[config.mk]
export PLATFORM = sky130hd
export DESIGN_NAME = psum_binarizer
export DESIGN_NICKNAME = d
export VERILOG_FILES = /design/src/rtl/psum_binarizer.sv
export SDC_FILE = /design/constraint.sdc
export NUM_CORES = 1
export LEC_CHECK = 0
export CAP_MARGIN = 20
export CORE_MARGIN = 1
export CORE_UTILIZATION = 50
export CTS_CLUSTER_SIZE = 12
export DETAILED_ROUTE_END_ITERATION = 10
export DONT_BUFFER_PORTS = 1
export PLACE_DENSITY = 0.78
export SYNTH_ARGS = -nofsm -noshare
export SYNTH_HDL_FRONTEND = slang
export SYNTH_SLANG_ARGS = --single-unit
[constraint.sdc]
create_clock -name clk_in -period 2.9 [get_ports clk_in]
set_input_delay 0.87 -clock clk_in [delete_from_list [all_inputs] [get_ports clk_in]]
set_output_delay 0.87 -clock clk_in [all_outputs]
set_load 0.02 [all_outputs]
[src/rtl/psum_binarizer.sv]
// Accumulates kernel partial sums over CHANNELS beats per output pixel.
// Each pixel total is binarized against threshold_in. Nine pixel bits are
// packed into one activation word, handed downstream with valid/ready.
module psum_binarizer #(
  parameter int unsigned CHANNELS  = 16,
  parameter int unsigned ACC_WIDTH = 8
) (
  input  logic                 clk_in,
  input  logic                 reset_in,
  input  logic                 clear_in,
  input  logic                 psum_valid_in,
  input  logic [4:0]           psum_in,
  output logic                 psum_ready_out,
  input  logic [ACC_WIDTH-1:0] threshold_in,
  output logic                 act_valid_out,
  input  logic                 act_ready_in,
  output logic [8:0]           activation_out,
  output logic                 err_out
);

  localparam int unsigned      ChanW    = (CHANNELS > 1) ? $clog2(CHANNELS) : 1;
  localparam logic [ChanW-1:0] LastChan = ChanW'(CHANNELS - 1);
  localparam logic [3:0]       LastPix  = 4'd8;
  localparam logic [4:0]       MaxPsum  = 5'd9;

  logic [ACC_WIDTH-1:0] acc_q, acc_d;
  logic [ChanW-1:0]     chan_q, chan_d;
  logic [3:0]           pix_q, pix_d;
  logic [8:0]           pack_q, pack_d;
  logic                 act_valid_q, act_valid_d;
  logic [8:0]           act_q, act_d;
  logic                 err_q, err_d;

  logic                 accept;
  logic                 illegal;
  logic [4:0]           psum_sat;
  logic [ACC_WIDTH:0]   acc_sum;
  logic                 pix_bit;
  logic [8:0]           pack_set;

  // Ready depends only on the output register, never on psum_valid_in.
  assign psum_ready_out = !act_valid_q || act_ready_in;
  assign act_valid_out  = act_valid_q;
  assign activation_out = act_q;
  assign err_out        = err_q;

  // Datapath: clamp, running sum, threshold compare and packed word with new bit.
  always_comb begin
    accept   = psum_valid_in && psum_ready_out;
    illegal  = psum_in > MaxPsum;
    psum_sat = illegal ? MaxPsum : psum_in;
    // One extra bit so the compare can never wrap.
    acc_sum  = {1'b0, acc_q} + (ACC_WIDTH + 1)'(psum_sat);
    pix_bit  = acc_sum >= {1'b0, threshold_in};
    pack_set = pack_q;
    pack_set[pix_q] = pix_bit;
  end

  // Next state for the pixel/word counters and the output register.
  always_comb begin
    acc_d       = acc_q;
    chan_d      = chan_q;
    pix_d       = pix_q;
    pack_d      = pack_q;
    act_valid_d = act_valid_q;
    act_d       = act_q;
    err_d       = err_q;

    if (act_valid_q && act_ready_in) begin
      act_valid_d = 1'b0;
    end

    if (clear_in) begin
      // A beat accepted alongside clear is dropped; the output word is kept.
      acc_d  = '0;
      chan_d = '0;
      pix_d  = '0;
      pack_d = '0;
    end else if (accept) begin
      if (illegal) begin
        err_d = 1'b1;
      end
      if (chan_q == LastChan) begin
        acc_d  = '0;
        chan_d = '0;
        if (pix_q == LastPix) begin
          pix_d       = '0;
          pack_d      = '0;
          act_d       = pack_set;
          act_valid_d = 1'b1;
        end else begin
          pix_d  = pix_q + 4'd1;
          pack_d = pack_set;
        end
      end else begin
        acc_d  = acc_sum[ACC_WIDTH-1:0];
        chan_d = chan_q + ChanW'(1);
      end
    end
  end

  // State registers with asynchronous reset.
  always_ff @(posedge clk_in or posedge reset_in) begin
    if (reset_in) begin
      acc_q       <= '0;
      chan_q      <= '0;
      pix_q       <= '0;
      pack_q      <= '0;
      act_valid_q <= 1'b0;
      act_q       <= '0;
      err_q       <= 1'b0;
    end else begin
      acc_q       <= acc_d;
      chan_q      <= chan_d;
      pix_q       <= pix_d;
      pack_q      <= pack_d;
      act_valid_q <= act_valid_d;
      act_q       <= act_d;
      err_q       <= err_d;
    end
  end

endmodule

==> metrics.txt, run 1 <==
number of synthesized flops with an enable pin 0; CP startpoint kind primary input; synth top area cells dfrtp_1, ha_1, a21oi_1; pin count of the biggest net entering global routing 36; max-slew violation count 0; diodes inserted 0; Area growth syn-to-layout 18.52%; synth warn 0; required time of the worst setup path ~3 ns; post-synthesis cell count 234; Die Wd between 60 and 70 um; post-synth cell types 44; number of global-route vias before repair 1769; status complete, but fails checks; cell taking the most area after synthesis dfrtp_1; core area slightly above 4000 um2; fin worst setup slack -0.6404 ns; crit share post-route 122.1%; crit path time final about 3.5 ns; Crit Path Class in2reg; failing checks setup timing; share of cells above drive strength 1 20.83%; Fillers ~320; initial core utilization between 50% and 60%; Main synth FF type dfrtp_1; Multi-input gate area about 1200 um2; final setup violation count 10; Crit. End Element register; placed cells roughly 290; Global Route Usage Sum a little under a quarter; final hold vios 0; Util after Layout between 60% and 70%; Pwr Density 449.3 nW/um2; share of flip-flops with an asynchronous set or reset 100.0%; CTS tree yes; VDD IR max ~350 uV; Sink Count 35; root buffer cell clkbuf_8; Die Span Y approximately 67 um; final non-filler cell total around 310; H-tree depth 2; count of state elements after synthesis 35; Hold/Removal Path Class reg2reg; Hold Buf Count CTS 0; fmax 282.5 MHz; drt via density 5.662; Mapped Nets roughly 270; skew final approximately 0.011 ns; TritonCTS buffer count 5; Worst Tran Pin Value roughly 0.75 ns; Slew HR between 40% and 50%; RSZ-0062 raised after global routing yes; Die ar. between 4000 and 5000 um2; initial antenna violation count 0; Clock Path Buffers 2; clock slew at reported path FFs 0.07 ns; max cap viols 0; sequential area share after synthesis around 41%; Mean Syn Cell Area about 9 um2; Port Buffers 0; Yosys top cell area share about two fifths; drt total wl approximately 4.6 mm; num rows 23; CP max FO 8; critical path arrival roughly 3.7 ns; Iter 0 DRT Violations 68; vias ~1800; DR pass1 iterations 4; wire per inst around 15 um; worst skew pair latency approximately 0.3 ns; FF+latch area 875.8 um2; Syn Std Cell Area approximately 2100 um2; LEAKAGE roughly 0.0012 uW; hold slack 0.5209 ns; final-stage net count 300; first-pass GRT wire length between 7 and 8 mm; num ports 30; DRC violation count after routing 0; grt ovf 0; Routability Congestion just over 0.8; DPL Wire Length 3.033 mm; antenna-violating nets left 0
## registers in the layout (all words and copies together) (netlist names)
register	cells
pix_q	4
pack_q	8
err_out	1
acc_q	8
act_valid_out	1
chan_q	4
activation_out	9
## cell families after synthesis
kind of cell,Yosys count,share of synthesized area (%)
muxes,3,1.470
other,1,0.1762
adders and majority gates,19,11.52
and+or+nand+nor,67,15.11
AOI/OAI and AO/OA,79,22.93
buffers and inverters,23,4.762
DFF,35,41.15
xor gates and xnor gates,7,2.881
## synth_stat cells, types with 2 or more instances
master and n:
nand3_1 6, inv_1 15, buf_2 3, a21o_1 2, nor2b_1 3, nand2_1 22, a21oi_1 37, dfrtp_1 35
clkbuf_1 3, o21ai_1 7, and3_1 2, nand4_1 2, nor2_1 23, xnor2_1 4, o21ai_0 13, ha_1 18
or3_1 2, xor2_1 3, o21bai_1 3, a22o_1 5, mux2i_1 2, a211oi_1 2
## final timing paths
kind	start	to	slack, ns	cells past startpoint
max	psum_in[1]	pack_q[3]	-0.64	14
min	acc_q[0]	acc_q[0]	0.52	1
max reg2reg	acc_q[2]	acc_q[6]	-0.10	18
min reg2reg	acc_q[0]	acc_q[0]	0.52	1
max in group asynchronous	reset_in	chan_q[2]	2.01	2
min in group asynchronous	reset_in	acc_q[7]	0.56	2
## cell usage in the layout, fill, tap and decap left out, types with 3 or more instances in the layout
cell,count
dfrtp_1,35
xnor2_1,4
buf_4,29
nor2_1,22
o21ai_1,6
nor2b_1,3
clkbuf_8,5
o21bai_1,3
inv_1,15
ha_1,16
a22o_1,5
nand2_1,22
nand3_1,6
o21ai_0,13
xor2_1,3
a21oi_1,36
## where the power goes
group | internal (uW) | leakage, uW | switching [uW]
sequential | 498 | 0.000479 | 11.2
combinational | 95.0 | 0.000670 | 89.8
clock | 256 | 0.0000581 | 183
## timing repair
action,CTS,global route
buffers inserted,14,1
pin swaps,12,5
resized for setup,2,5
endpoints found under the setup margin,9,10
## area by class of cell
| class | count | share of cell area, % |
|---|---|---|
| Inverter | 15 | 2.232 |
| Multi-Input combinational cell | 176 | 47.02 |
| Timing Repair Buffer | 30 | 9.077 |
| Tap cell | 50 | 2.480 |
| Clock buffer | 5 | 2.728 |
| Sequential cell | 35 | 34.72 |
| Clock inverter | 3 | 1.736 |
## metal layers
| layer | vias up | track usage (%) | share of wire [%] |
|---|---|---|---|
| met3 | 13 | 5.236 | 3.4 |
| li1 | 881 | - | - |
| met4 | 0 | 10.11 | 2.5 |
| met2 | 38 | 40.13 | 51 |
| met1 | 846 | 27.84 | 43 |
| met5 | - | 0 | 0 |
## worst max-delay path, stage by stage
cell,delay (ns)
o21a_1,0.18
or3_1,0.31
ha_2,0.20
fa_2,0.37
a211oi_2,0.19
o21bai_1,0.12
nand2_1,0.12
xnor2_1,0.14
ha_1,0.28
a21oi_1,0.13
nand2_1,0.06
a221o_1,0.36
o21bai_4,0.25
o32ai_2,0.11
## through the flow
step | area (um2) | total power [uW] | TNS, ns | worst slack (ns)
6_report | 2522 | 1133 | -6.010 | -0.6404
5_1_grt | 2522 | 1190 | -7.832 | -0.8145
4_1_cts | 2496 | 1136 | -5.698 | -0.6091
3_5_place_dp | 2263 | 684.0 | -7.951 | -0.9172
3_3_place_gp | 2263 | 679.7 | -7.459 | -0.8662
2_1_floorplan | 2133 | 629.1 | -6.361 | -0.7415
No activity file was read; power rests on OpenSTA's default activity.
==> run 2, diff against run 1 <==
--- a/config.mk
+++ b/config.mk
@@ -11,6 +11,7 @@
 export CTS_CLUSTER_SIZE = 12
 export DETAILED_ROUTE_END_ITERATION = 10
 export DONT_BUFFER_PORTS = 1
+export MAX_ROUTING_LAYER = met4
 export PLACE_DENSITY = 0.78
 export SYNTH_ARGS = -nofsm -noshare
 export SYNTH_HDL_FRONTEND = slang
==> run 2 against run 1 <==
Against the previous run:
- the run still ends with setup timing left
- critical path depth did not move
- combinational power is essentially flat
- register-to-register slack hardly changed
- worst hold slack hardly changed
- clock skew about the same
- clock-buffer cell count did not move
- sequential cell count did not move
- global-route usage up 0.73 points
- worst setup slack improved by 0.00095 ns
- design area stayed put
- routed wire length is 0.60% lower
- non-clock buffer count did not move
- critical path type unchanged
- critical endpoint unchanged
==> metrics.txt, run 2 (synthesis gave the netlist of run 1 again) <==
wire per inst 14.66 um (-0.60%); P_sw 284.1 uW (about the same); final setup violation count 10 (unchanged); Hold/Removal Path Class reg2reg; Global Route Usage Sum 24.10% (+0.73 points); failing checks setup timing; Cell Chain, Critical Path o21a_1, or3_1, ha_2, fa_2, a211oi_2, o21bai_1, nand2_1, xnor2_1, ha_1, a21oi_1, nand2_1, a221o_1, o21bai_4, o32ai_2; max-slew violation count 0 (unchanged); most frequent cells in the layout a21oi_1, dfrtp_1, buf_4; drt via density 5.656 (-0.11%); final hold vios 0 (unchanged); fmax 282.5 MHz (about the same); Total Power 1133 uW (about the same); CP peak stage delay 0.37 ns (about the same); worst skew pair latency 0.30 ns (about the same); Critical Path Stages 14 (unchanged); Place WS -0.9172 ns (unchanged); diodes inserted 0 (unchanged); Worst Tran Pin Value 0.7471 ns (-0.001762 ns); final non-filler cell total 314 (unchanged); Clock Path Buffers 2 (unchanged); grt ovf 0 (unchanged); r2r endpoint acc_q[6]; antenna-violating nets left 0 (unchanged); Pint 849.0 uW (about the same); cell family with most CP delay compound AO/OA/AOI/OAI gates; RSZ-0062 raised after global routing yes; crit path time final 3.539 ns (-0.0009450 ns); CP max FO 8 (unchanged); num rows 23 (unchanged); Crit Path Class in2reg; final setup TNS -6.008 ns (+0.001740 ns); Die Wd 67.24 um (unchanged); final-stage net count 300 (unchanged); hold slack 0.5207 ns (-0.0002760 ns); Crit. End Element register; crit share post-route 122.0% (about the same); Pwr Density 449.2 nW/um2 (about the same); Critical Path Most Common Cell nand2_1; Critical-path top delay cell fa_2; root buffer cell clkbuf_8; Port Buffers 0 (unchanged); vias 1776 (-0.11%); most common cell after layout, fill and taps aside a21oi_1; crit path capture pack_q[3]; core area 4058 um2 (unchanged); Worst R2R Start acc_q[2]; skew final 0.01050 ns (-0.0003970 ns); Die ar. 4521 um2 (unchanged); Area growth syn-to-layout 18.52% (unchanged); Iter 0 DRT Violations 67 (-1.5%); switch share 25.07% (about the same); placed cells 291 (unchanged); DPL Wire Length 3.033 mm (unchanged); combinational share of power 16.3% (about the same); Worst Hold Depth 1 (unchanged); critical path arrival 3.70 ns (about the same); Buf+Inv Stages, Crit Path 0 (unchanged); initial core utilization 52.45% (unchanged); CTS tree yes; pin count of the biggest net entering global routing 36 (unchanged); first-pass GRT wire length 7.783 mm (+0.36%); worst r2r path cells 18 (unchanged); Routability Congestion 0.8353 (+1.5%); fin worst setup slack -0.6394 ns (+0.0009450 ns); H-tree depth 2 (unchanged); clock slew at reported path FFs 0.07 ns (about the same); status complete, but fails checks; share of cells above drive strength 1 20.83% (unchanged); drt total wl 4.603 mm (-0.60%); required time of the worst setup path 3.07 ns (about the same); LEAKAGE 0.001208 uW (unchanged); TritonCTS buffer count 5 (unchanged); initial antenna violation count 0 (unchanged); Slew HR 50.09% (+0.12 points); Seq pwr share 45.0% (about the same); CP startpoint kind primary input; VDD IR max 346.1 uV (+0.16%); FF-to-FF setup slack -0.10 ns (about the same); min-delay src acc_q[0]; Sink Count 35 (unchanged); DR pass1 iterations 4 (unchanged); number of global-route vias before repair 1763 (-0.34%); clock share of power 38.7% (about the same); Die Span Y 67.24 um (unchanged); max cap viols 0 (unchanged); DRC violation count after routing 0 (unchanged); num ports 30 (unchanged); Crit. Startpoint psum_in[1]; Largest register FFs 9 (unchanged)
==> run 2: cell counts in the layout (fill, tap and decap cells not counted) <==
No cell type changed its count.
==> run 2: area by class of cell <==
type	count	area [um2]
clock buffer	5	68.82
inverter	15	56.30
sequential	35	875.8
clock inverter	3	43.79
multi-input combinational	176	1186
tap	50	62.56
fill	316	1535
timing repair buffer	30	229.0
==> run 2: worst min-delay path by stage <==
stage                      to  slack [ns]
global placement    pack_q[4]        0.49
detailed placement  pack_q[4]        0.50
floorplan            acc_q[0]        0.48
global route         acc_q[4]        0.54
finish               acc_q[0]        0.52
CTS                 pack_q[4]        0.52
==> run 2: power groups by stage <==
| stage | logic [uW] | registers, uW | clock network [uW] |
|---|---|---|---|
| CTS | 180 | 509 | 447 |
| finish | 185 | 509 | 439 |
| global placement | 163 | 517 | 0 |
| global route | 209 | 510 | 473 |
| floorplan | 115 | 514 | 0 |
| detailed placement | 167 | 517 | 0 |
==> run 2: what timing repair did <==
action,CTS,global route
cloned,0,0
pin swaps,12,5
hold buffers,0,0
buffers inserted,14,1
hold endpoints to repair,0,0
endpoints found under the setup margin,9,10
resized for setup,2,5
==> run 2: stage by stage <==
step | cell area (um2) | utilization (%)
2_1_floorplan | 2133 | -
3_3_place_gp | 2263 | 55.78
3_5_place_dp | 2263 | 55.78
4_1_cts | 2496 | 61.52
5_1_grt | 2522 | 62.16
6_report | 2522 | 62.16
==> run 2: routing by layer <==
layer / vias to the layer above / GRT usage, % / wire length [um]
met5: - / - / 0
met4: 0 / 10.11 / 114
met3: 13 / 5.236 / 162
met2: 41 / 39.88 / 2347
met1: 841 / 28.16 / 1978
li1: 881 / - / -
==> run 2: worst reg2reg max path, stage by stage, from the launching register on <==
cell and delay, ns:
dfrtp_1 0.39, ha_1 0.38, a211oi_2 0.09, o21bai_1 0.20, nand2_1 0.12, buf_4 0.16, buf_4 0.13, buf_4 0.13
buf_6 0.11, buf_4 0.12, buf_4 0.12, buf_4 0.12, buf_4 0.12, buf_4 0.12, buf_4 0.12, buf_4 0.12
buf_4 0.13, a21oi_2 0.13, mux2i_1 0.09
